## config.mk

```make
export PLATFORM = sky130hd
export DESIGN_NAME = cluster_clock_switch_ctrl
export DESIGN_NICKNAME = d
export VERILOG_FILES = /design/src/rtl/cluster_clock_pkg.sv /design/src/rtl/cluster_clock_switch_cnt.sv /design/src/rtl/cluster_clock_switch_ctrl.sv
export SDC_FILE = /design/constraint.sdc
export NUM_CORES = 1
export LEC_CHECK = 0
export BUFFER_PORTS_ARGS = -buffer_cell sky130_fd_sc_hd__buf_2
export CAP_MARGIN = 40
export CORE_MARGIN = 8
export CORE_UTILIZATION = 35
export CTS_CLUSTER_DIAMETER = 120
export DETAILED_ROUTE_END_ITERATION = 16
export PLACE_DENSITY = 0.52
export RECOVER_POWER = 25
export SYNTH_ARGS = -nofsm -noshare
export SYNTH_HDL_FRONTEND = slang
export SYNTH_SLANG_ARGS = --single-unit
```

## constraint.sdc

```tcl
create_clock -name clk_i -period 1.5 [get_ports clk_i]
set_input_delay 0.375 -clock clk_i [delete_from_list [all_inputs] [get_ports clk_i]]
set_output_delay 0.375 -clock clk_i [all_outputs]
set_load 0.005 [all_outputs]
```

## src/rtl/cluster_clock_pkg.sv

```systemverilog
// Shared types and default timing for the cluster clock switch sequencer.
// State encoding and reset-time defaults live here so the top and its users agree.
package cluster_clock_pkg;

  typedef enum logic [1:0] {
    IDLE        = 2'd0,
    WAIT_OFF    = 2'd1,
    WAIT_SETTLE = 2'd2
  } switch_state_t;

  localparam int unsigned DEF_GATE_WAIT_CYCLES = 4;
  localparam int unsigned DEF_SETTLE_CYCLES    = 8;
  localparam logic        DEF_RESET_SEL        = 1'b0;

endpackage

```

## src/rtl/cluster_clock_switch_cnt.sv

```systemverilog
// Loadable down-counter timing the gate-off and settle windows of a clock switch.
// Load has priority over decrement; the zero flag is taken from the held count.
module cluster_clock_switch_cnt #(
  parameter int CNT_WIDTH = 4
) (
  input  logic                 clk_i,
  input  logic                 rst_i,
  input  logic                 load,
  input  logic [CNT_WIDTH-1:0] load_val,
  input  logic                 dec,
  output logic                 zero
);

  logic [CNT_WIDTH-1:0] cnt_q;

  always_ff @(posedge clk_i) begin
    if (rst_i) begin
      cnt_q <= '0;
    end else if (load) begin
      cnt_q <= load_val;
    end else if (dec) begin
      cnt_q <= cnt_q - 1'b1;
    end
  end

  assign zero = (cnt_q == '0);

endmodule

```

## src/rtl/cluster_clock_switch_ctrl.sv

```systemverilog
// Safe select sequencer for a 2:1 cluster clock mux: gate off, wait, flip select,
// wait for settling, gate back on, then acknowledge with a one-cycle pulse.
module cluster_clock_switch_ctrl
  import cluster_clock_pkg::*;
#(
  parameter int unsigned GATE_WAIT_CYCLES = DEF_GATE_WAIT_CYCLES,
  parameter int unsigned SETTLE_CYCLES    = DEF_SETTLE_CYCLES,
  parameter logic        RESET_SEL        = DEF_RESET_SEL
) (
  input  logic clk_i,
  input  logic rst_i,
  input  logic req_i,
  input  logic sel_target_i,
  input  logic test_mode_i,
  output logic clk_sel_o,
  output logic clk_en_o,
  output logic ack_o,
  output logic busy_o
);

  localparam int unsigned MAX_WAIT  = (GATE_WAIT_CYCLES > SETTLE_CYCLES) ?
                                      GATE_WAIT_CYCLES : SETTLE_CYCLES;
  localparam int          CNT_WIDTH = $clog2(MAX_WAIT) + 1;

  localparam logic [CNT_WIDTH-1:0] GATE_LOAD   = CNT_WIDTH'(GATE_WAIT_CYCLES - 1);
  localparam logic [CNT_WIDTH-1:0] SETTLE_LOAD = CNT_WIDTH'(SETTLE_CYCLES - 1);

  switch_state_t state_q, state_n;
  logic          clk_sel_q, clk_sel_n;
  logic          clk_en_q, clk_en_n;
  logic          ack_q, ack_n;
  logic          busy_q, busy_n;
  logic          target_q, target_n;

  logic                 cnt_load;
  logic [CNT_WIDTH-1:0] cnt_load_val;
  logic                 cnt_dec;
  logic                 cnt_zero;

  cluster_clock_switch_cnt #(
    .CNT_WIDTH (CNT_WIDTH)
  ) u_cnt (
    .clk_i    (clk_i),
    .rst_i    (rst_i),
    .load     (cnt_load),
    .load_val (cnt_load_val),
    .dec      (cnt_dec),
    .zero     (cnt_zero)
  );

  always_ff @(posedge clk_i) begin
    if (rst_i) begin
      state_q   <= IDLE;
      clk_sel_q <= RESET_SEL;
      clk_en_q  <= 1'b1;
      ack_q     <= 1'b0;
      busy_q    <= 1'b0;
      target_q  <= RESET_SEL;
    end else begin
      state_q   <= state_n;
      clk_sel_q <= clk_sel_n;
      clk_en_q  <= clk_en_n;
      ack_q     <= ack_n;
      busy_q    <= busy_n;
      target_q  <= target_n;
    end
  end

  always_comb begin
    state_n      = state_q;
    clk_sel_n    = clk_sel_q;
    clk_en_n     = clk_en_q;
    ack_n        = 1'b0;
    busy_n       = busy_q;
    target_n     = target_q;
    cnt_load     = 1'b0;
    cnt_load_val = GATE_LOAD;
    cnt_dec      = 1'b0;

    unique case (state_q)
      IDLE: begin
        // Test mode freezes the select: requests are neither served nor acked.
        if (req_i && !test_mode_i) begin
          if (sel_target_i != clk_sel_q) begin
            clk_en_n     = 1'b0;
            busy_n       = 1'b1;
            target_n     = sel_target_i;
            cnt_load     = 1'b1;
            cnt_load_val = GATE_LOAD;
            state_n      = WAIT_OFF;
          end else begin
            ack_n = 1'b1;
          end
        end
      end
      WAIT_OFF: begin
        if (cnt_zero) begin
          clk_sel_n    = target_q;
          cnt_load     = 1'b1;
          cnt_load_val = SETTLE_LOAD;
          state_n      = WAIT_SETTLE;
        end else begin
          cnt_dec = 1'b1;
        end
      end
      WAIT_SETTLE: begin
        if (cnt_zero) begin
          clk_en_n = 1'b1;
          ack_n    = 1'b1;
          busy_n   = 1'b0;
          state_n  = IDLE;
        end else begin
          cnt_dec = 1'b1;
        end
      end
      default: begin
        state_n = IDLE;
      end
    endcase
  end

  assign clk_sel_o = clk_sel_q;
  assign clk_en_o  = clk_en_q | test_mode_i;
  assign ack_o     = ack_q;
  assign busy_o    = busy_q;

endmodule
```

# Word level (Yosys, flattened, before mapping)
# Index checks and enable logic that the tools add are counted.
[op_classes] n_eq_ne=7 muxes=26 add_sub_neg=1 n_reduce_logical=11 bitwise_logic=1
[ops] op="$mux 1" n=13
[ops] op="$mux 2" n=4
[ops] op="$mux 4" n=2
[ops] op="$ne 2x2->1 const B" n=4
[ops] op="$pmux 1 s2" n=4
[ops] op="$reduce_and 4->1" n=2
[ops] op="$mux 3" n=2
[ops] op="$pmux 2 s3" n=1
[ops] op="$logic_not 4->1" n=1
[ops] op="$reduce_bool 2->1" n=2
[ops] op="$sub 4x1->4 const B" n=1
[ops] op="$reduce_and 3->1" n=1
[ops] op="$eq 2x1->1 const B" n=1
[ops] op="$eq 2x2->1 const B" n=1
[ops] op="$logic_not 2->1" n=1
[ops] op="$reduce_and 2->1" n=1
[ops] op="$reduce_or 2->1" n=1
[ops] op="$logic_and 1x1->1" n=1
[ops] op="$logic_not 1->1" n=1
[ops] op="$ne 1x1->1" n=1
[ops] op="$or 1x1->1" n=1
[word_totals] word_cells=53 regBits=11 output_inout_bits=4 in_bits=5

# Depth between registers and ports, before layout
# Gate-level depths: netlist of the first run.
[depth] word_depth=5 mapped_depth=6 mapped_depth_nobuf=6

# Modules after synthesis
# From an unflattened synthesis of the first run, not the netlist that was laid out.
[hier_totals] cells_unflattened=75 hier_area_um2=659.4
[modules_own_cells] module="cluster_clock_switch_ctrl" instances=1 seq_area_each_um2=140.1 area_per_inst_um2=426.7 cells_per_inst=49
[modules_own_cells] module="cluster_clock_switch_cnt" instances=1 seq_area_each_um2=80.1 area_per_inst_um2=232.7 cells_per_inst=26

# Least setup slack after synthesis of the first run
# No wires, ideal clock.
[synth_timing] path_kind="register to register" start="reg state_q[1]" end="reg u_cnt.cnt_q[3]" required_ns=1.427 path_slack_ns=-0.064 t_arrival_ns=1.491 synth_period_minus_slack_ns=1.564 setup_ns=0.073 path_stages_with_launch=7 path_buffers=0 path_cell_list="dfxtp_1 > inv_1 > ha_1 > or4b_1 > nor3_1 > a21oi_1 > nor3_2"
[synth_between] elab_chain_len=4 word_cells_on_any_way=8 cone_classes="eq/ne (2); mux (3); reduce/logical (3)"
[synth_rtl] element="start, declared" line_no="cluster_clock_switch_ctrl.sv:28" text="switch_state_t state_q, state_n;"
[synth_rtl] element="start signal, assigned" line_no="cluster_clock_switch_ctrl.sv:60" text="state_q <= state_n;"
[synth_rtl] element="$eq 2x2->1 / $eq 2x1->1 (equally long branches)" line_no="cluster_clock_switch_ctrl.sv:80" text="unique case (state_q)"
[synth_rtl] element="$reduce_or 2->1 (no line)"
[synth_rtl] element="$mux 1"
[synth_rtl] element="$reduce_bool 2->1 (no line)"
[synth_rtl] element="end signal, assigned" line_no="cluster_clock_switch_cnt.sv:20" text="cnt_q <= load_val;"
[synth_rtl] element="end signal, assigned" line_no="cluster_clock_switch_cnt.sv:22" text="cnt_q <= cnt_q - 1'b1;"
[synth_rtl] element="end, declared" line_no="cluster_clock_switch_cnt.sv:14" text="logic [CNT_WIDTH-1:0] cnt_q;"
# Several ways; a longest one is shown, not always the timed one.
# A chain may end at the register's enable or synchronous reset.

# Final worst setup path of the first run
[layout_timing] start="reg state_q[0]" end="reg u_cnt.cnt_q[3]"
# Same word-level chain as after synthesis.

==> flow_summary.json, run 1 <==
{
  "arrival_ns": 1.69,
  "grt_setup_unrepaired": "yes",
  "post_route_cells_drive_above_1_share_pct": 50.5,
  "ys.flop_type": "dfxtp_1",
  "power.switching_w": 0.000620,
  "power_frac_seq_pct": 27.1,
  "wirelength_um": 1360,
  "core_area_um2": 1710,
  "core.rowCount": 15,
  "crit_family": "simple AND/OR/NAND/NOR gates",
  "pwr-share-clk_pct": 13.2,
  "synthesis.nets": 80,
  "crit_chain": "inv_2, ha_4, or4b_4, nor3_4, a21oi_2, nor3_2",
  "ir_drop_mv": 1.01,
  "skew_ns": 0.00610,
  "path_buf_inv": 1,
  "grt_pass1_vias": 572,
  "ios": 9,
  "numCtsBuffers": 3,
  "htree_levels": 1,
  "finalCritPeriodShare_pct": 98.3,
  "setup_viol": 0,
  "nets": 102,
  "synthArstFlopShare_pct": 0,
  "area_delta_synth_final_pct": 36.4,
  "clockBufferDepth": 2,
  "setup.worst_path.start": "state_q[0]",
  "syn_avg_cell_area_um2": 8.94,
  "cts.reportedPaths.clkPinSlew_ns": 0.08,
  "reg2reg_from": "state_q[0]",
  "min_path_type": "input port to register",
  "crit_path_start_kind": "register",
  "grt_pass1_wl_um": 2300,
  "drc_errors": 0,
  "yosysUniqueCellTypes": 32,
  "synth_enable_flop_cells": 0,
  "fin_hold_ws_ns": 0.380,
  "syn_inst": 70,
  "cts_tree": "done",
  "fin_crit_ns": 1.47,
  "clock_latency_ns": 0.27,
  "start_util_pct": 36.6,
  "finalMaxSlewViolations": 0,
  "cts-hold-fix-buffers": 0,
  "die_w_um": 58.3,
  "die_h_um": 58.3,
  "critPathCaptureType": "register",
  "cell_internal_pwr_w": 0.000983,
  "overflow": 0,
  "drv_cap": 0,
  "slew_headroom_pct": 77.4,
  "hp-start": "sel_target_i",
  "fp.dieArea_um2": 3400,
  "dp_hpwl_um": 1040,
  "syn-cell-area_um2": 626,
  "fmax_mhz": 678,
  "yosys_warnings": 0,
  "grt_usage_pct": 8.61,
  "final_core_utilization_pct": 50.0,
  "hold_viol": 0,
  "worstSetupPathType": "register to register",
  "p_per_area_nw_per_um2": 1880,
  "antennaDiodeCount": 0,
  "antenna_left": 0,
  "swShare_pct": 38.7,
  "root_buffer": "clkbuf_4",
  "critPathMaxStageDelay_ns": 0.49,
  "wl_per_cell_um": 11.7,
  "worstMarginPinSlew_ns": 0.338,
  "drtIter0Drc": 1,
  "portBuffers": 8,
  "antenna_found_initial": 0,
  "status": "completed",
  "slowest_stage": "or4b_4",
  "via_count": 560,
  "fillers": 176,
  "via_per_inst": 4.83,
  "p_comb_share_pct": 59.8,
  "crit_required_ns": 1.71,
  "cp_max_fo": 2,
  "synth_seq_cells": 11,
  "drt-pass1-iter-count": 3,
  "grt_max_degree": 13,
  "ys_seq_area_share_pct": 35.2,
  "leakage_nw": 0.333,
  "clock_sinks": 11,
  "place.gp.congestion": 0.733
}
==> flip-flops by register name, indices dropped and copies added (netlist names) <==
signal,count
clk_sel_o,1
state_q,2
clk_en_q,1
u_cnt.cnt_q,4
busy_o,1
ack_o,1
target_q,1
==> synth_stat cells, types with 2 or more instances <==
cell type | instances | share of area [%]
a21oi_1 | 6 | 4.8
dfxtp_1 | 11 | 35
ha_1 | 5 | 10
inv_1 | 5 | 3.0
nand2_1 | 5 | 3.0
nand2b_1 | 2 | 2.0
nand3_1 | 3 | 2.4
nor2_1 | 7 | 4.2
nor3_1 | 2 | 1.6
o21ai_0 | 2 | 1.6
==> through the flow <==
step           cell area [um^2]  cells  setup TNS (ns)  setup WS (ns)  power, W
6_report                    853    116               0         0.0250   0.00160
5_1_grt                     853    116         -0.0678        -0.0471   0.00175
4_1_cts                     822    115        -0.00178       -0.00178   0.00151
3_5_place_dp                778    111         -0.0470        -0.0468   0.00126
3_3_place_gp                778    111               0         0.0156   0.00126
2_1_floorplan               643     70               0        0.00781  0.000944
==> kinds of logic (layout without fill, tap and decap cells) <==
family | Yosys count | after routing | synth area share [%]
and+or+nand+nor | 28 | 28 | 27.4
AOI/OAI and AO/OA | 18 | 18 | 20.8
DFF | 11 | 11 | 35.2
buffers and inverters | 6 | 27 | 3.60
adders and majority gates | 5 | 5 | 10.0
xor gates and xnor gates | 1 | 1 | 1.40
muxes | 1 | 1 | 1.60
==> worst paths after layout <==
check / cells after the start / end / slack [ns]
hold reg to reg: 2 / target_q / 0.48
setup / recovery: 6 / u_cnt.cnt_q[3] / 0.03
setup reg to reg: 6 / u_cnt.cnt_q[3] / 0.03
hold / removal: 3 / target_q / 0.38
==> cells in the final DEF (no fill, tap or decap), drive strengths merged, types with 2 or more instances in the layout <==
master / Yosys / final
nor3: 3 / 3
dfxtp: 11 / 11
o21ai: 3 / 3
clkbuf: 1 / 5
buf: 0 / 16
nand2b: 2 / 2
inv: 5 / 5
nor2b: 2 / 2
nor2: 7 / 7
a21oi: 6 / 6
nand2: 5 / 5
nand3: 3 / 3
ha: 5 / 5
==> metal layers <==
layer	vias to the layer above	global-route usage (%)	wire length [um]	part of all wire, %
li1	291	-	-	-
met1	257	8.27	569	42
met2	10	15.3	668	49
met3	2	4.42	104	7.7
met4	0	3.15	13	0.96
met5	-	0	0	0
==> area by class of cell <==
class                           count  area, um^2  share of cell area [%]
Clock buffer                        3        22.5                    2.64
Clock inverter                      1        5.00                   0.587
Inverter                            5        18.8                    2.20
Multi-Input combinational cell     53         438                    51.3
Sequential cell                    11         225                    26.4
Tap cell                           25        31.3                    3.67
Timing Repair Buffer               18         113                    13.2
==> what timing repair did <==
item,4_1_cts,5_1_grt
gates resized for setup,5,8
hold endpoints to repair,0,0
setup buffers,0,1
setup endpoints to repair,2,4
pin swaps,2,2
==> worst min-delay path, stage by stage <==
cell and delay (ns):
buf_2 0.11, o21ai_0 0.07, a21oi_1 0.06
==> power by group through the flow <==
stage / clock [W] / combinational [W] / sequential (W)
3_3_place_gp: 0 / 0.000833 / 0.000422
3_5_place_dp: 0 / 0.000833 / 0.000425
4_1_cts: 0.000218 / 0.000864 / 0.000424
6_report: 0.000211 / 0.000958 / 0.000434
5_1_grt: 0.000233 / 0.00107 / 0.000446
2_1_floorplan: 0 / 0.000521 / 0.000423
Note: power is estimated with default switching activity, not from simulation.
==> run 2: changes to the inputs <==
--- a/config.mk
+++ b/config.mk
@@ -9,6 +9,7 @@
 export CAP_MARGIN = 40
 export CORE_MARGIN = 8
 export CORE_UTILIZATION = 35
+export CTS_BUF_LIST = sky130_fd_sc_hd__clkbuf_2
 export CTS_CLUSTER_DIAMETER = 120
 export DETAILED_ROUTE_END_ITERATION = 16
 export PLACE_DENSITY = 0.52
==> run 2 against run 1 <==
Compared with the run above: non-clock buffer count increased by 1; register-to-register slack about the same; setup slack got worse by 0.012 ns; die area unchanged; maximum frequency down 0.83%; wire length rose by 2.9%; sequential power is essentially flat; clock power fell by 18%; worst hold slack got worse by 0.0061 ns; sequential share of layout area shrank 0.19 points; flip-flop and latch count unchanged; utilization grew 0.37 points; critical endpoint unchanged; largest power group unchanged.
==> flow_summary.json, run 2 (synthesis results as in run 1) <==
{
  "hold_depth": 3,
  "final.setup.tns_ns": 0,
  "swShare_pct": 39.7,
  "clock_latency_ns": 0.27,
  "path_buf_inv": 1,
  "min_to": "target_q",
  "finalMaxSlewViolations": 0,
  "crit_required_ns": 1.72,
  "die_w_um": 58.3,
  "drt-pass1-iter-count": 4,
  "cts_tree": "done",
  "clock_sinks": 11,
  "drv_cap": 0,
  "overflow": 0,
  "cts-hold-fix-buffers": 0,
  "fp.dieArea_um2": 3400,
  "wirelength_um": 1400,
  "fin_crit_ns": 1.49,
  "final_cells": 117,
  "final_common_cell": "buf_4",
  "root_buffer": "clkbuf_2",
  "clockBufferDepth": 2,
  "min_path_type": "input port to register",
  "critPathCaptureType": "register",
  "crit_family": "simple AND/OR/NAND/NOR gates",
  "reg2reg_from": "state_q[0]",
  "p_comb_share_pct": 62.1,
  "hold_viol": 0,
  "grt_max_degree": 13,
  "place.gp.congestion": 0.733,
  "layout_common_cells": "11 x buf_4, 7 x dfxtp_1, 6 x nor2_1",
  "power.switching_w": 0.000633,
  "core.rowCount": 15,
  "crit_path_start_kind": "register",
  "fillers": 180,
  "antenna_left": 0,
  "worstSetupPathType": "register to register",
  "finalCritPeriodShare_pct": 99.2,
  "pwr-share-clk_pct": 10.7,
  "rr_endpoint": "u_cnt.cnt_q[3]",
  "ir_drop_mv": 0.966,
  "place_inst": 111,
  "numCtsBuffers": 3,
  "core_area_um2": 1710,
  "ff2ff_setup_slack_ns": 0.01,
  "grt_setup_unrepaired": "yes",
  "nets": 103,
  "grt_pass1_vias": 568,
  "final_core_utilization_pct": 50.3,
  "critPathMaxStageDelay_ns": 0.49,
  "die_h_um": 58.3,
  "cell_internal_pwr_w": 0.000963,
  "leakage_nw": 0.337,
  "antenna_found_initial": 0,
  "area_delta_synth_final_pct": 37.4,
  "regMostFlops": "u_cnt.cnt_q",
  "slew_headroom_pct": 77.2,
  "arrival_ns": 1.71,
  "worstMarginPinSlew_ns": 0.341,
  "slowest_stage": "or4b_4",
  "cp_max_fo": 2,
  "portBuffers": 8,
  "via_per_inst": 4.81,
  "drc_errors": 0,
  "htree_levels": 1,
  "wl_per_cell_um": 11.9,
  "post_route_cells_drive_above_1_share_pct": 51.1,
  "antennaDiodeCount": 0,
  "grt_usage_pct": 8.57,
  "largest_register_ffs": 4,
  "status": "completed",
  "r2r_cells": 6,
  "via_count": 563,
  "dp_hpwl_um": 1040,
  "hp-start": "sel_target_i",
  "skew_ns": 0.0193,
  "drtIter0Drc": 2,
  "crit_chain": "inv_2, ha_4, or4b_4, nor3_4, a21oi_2, nor3_2",
  "fmax_mhz": 672,
  "top_regs": "u_cnt.cnt_q (4), state_q (2)",
  "grt_pass1_wl_um": 2280,
  "power_frac_seq_pct": 27.2,
  "p_per_area_nw_per_um2": 1860,
  "start_util_pct": 36.6,
  "setup_viol": 0,
  "ios": 9,
  "cts.reportedPaths.clkPinSlew_ns": 0.14
}
run 2: tightest hold or removal path, stage by stage:
cell and delay, ns:
buf_2 0.11, o21ai_0 0.07, a21oi_1 0.06
run 2: worst max-delay path by stage:
stage / to / slack (ns) / startpoint / cells after the start
after global placement: u_cnt.cnt_q[3] / 0.02 / state_q[0] / 6
after global routing: u_cnt.cnt_q[3] / -0.06 / state_q[0] / 6
after CTS: u_cnt.cnt_q[3] / -0.01 / state_q[0] / 6
after floorplan: u_cnt.cnt_q[3] / 0.008 / state_q[1] / 6
final: u_cnt.cnt_q[3] / 0.01 / state_q[0] / 6
after detailed placement: u_cnt.cnt_q[3] / -0.05 / state_q[0] / 6
run 2: layer usage:
layer  vias up  track usage [%]  part of all wire (%)
met5         -                0                     0
met4         0             3.15                  0.72
met3         2             4.42                   7.4
met2        10             15.1                    51
met1       258             8.27                    40
li1        293                -                     -
run 2: stage by stage:
step	worst slack, ns	cell area (um^2)	total power, W	hold slack, ns
2_1_floorplan	0.00781	643	0.000944	0.447
3_3_place_gp	0.0156	778	0.00126	0.466
3_5_place_dp	-0.0468	778	0.00126	0.469
4_1_cts	-0.0127	815	0.00147	0.359
5_1_grt	-0.0582	860	0.00174	0.372
6_report	0.0127	860	0.00160	0.374
run 2: power by group through the flow:
stage,Clock (W),Sequential (W),Combinational (W)
after global placement,0,0.000422,0.000833
after global routing,0.000192,0.000446,0.00110
after detailed placement,0,0.000425,0.000833
final,0.000172,0.000434,0.000991
after CTS,0.000180,0.000424,0.000864
after floorplan,0,0.000423,0.000521
run 2: repair_timing:
item,CTS,global route
resized for setup,5,9
pin swaps,2,3
hold endpoints to repair,0,0
endpoints found under the setup margin,2,5
buffers inserted,0,2
run 2: final cells by class:
cell class	count	area [um^2]	share of cell area, %
Clock buffer	3	15.0	1.75
Clock inverter	1	5.00	0.582
Inverter	5	18.8	2.18
Multi-Input combinational cell	53	445	51.8
Sequential cell	11	225	26.2
Tap cell	25	31.3	3.64
Timing Repair Buffer	19	119	13.8
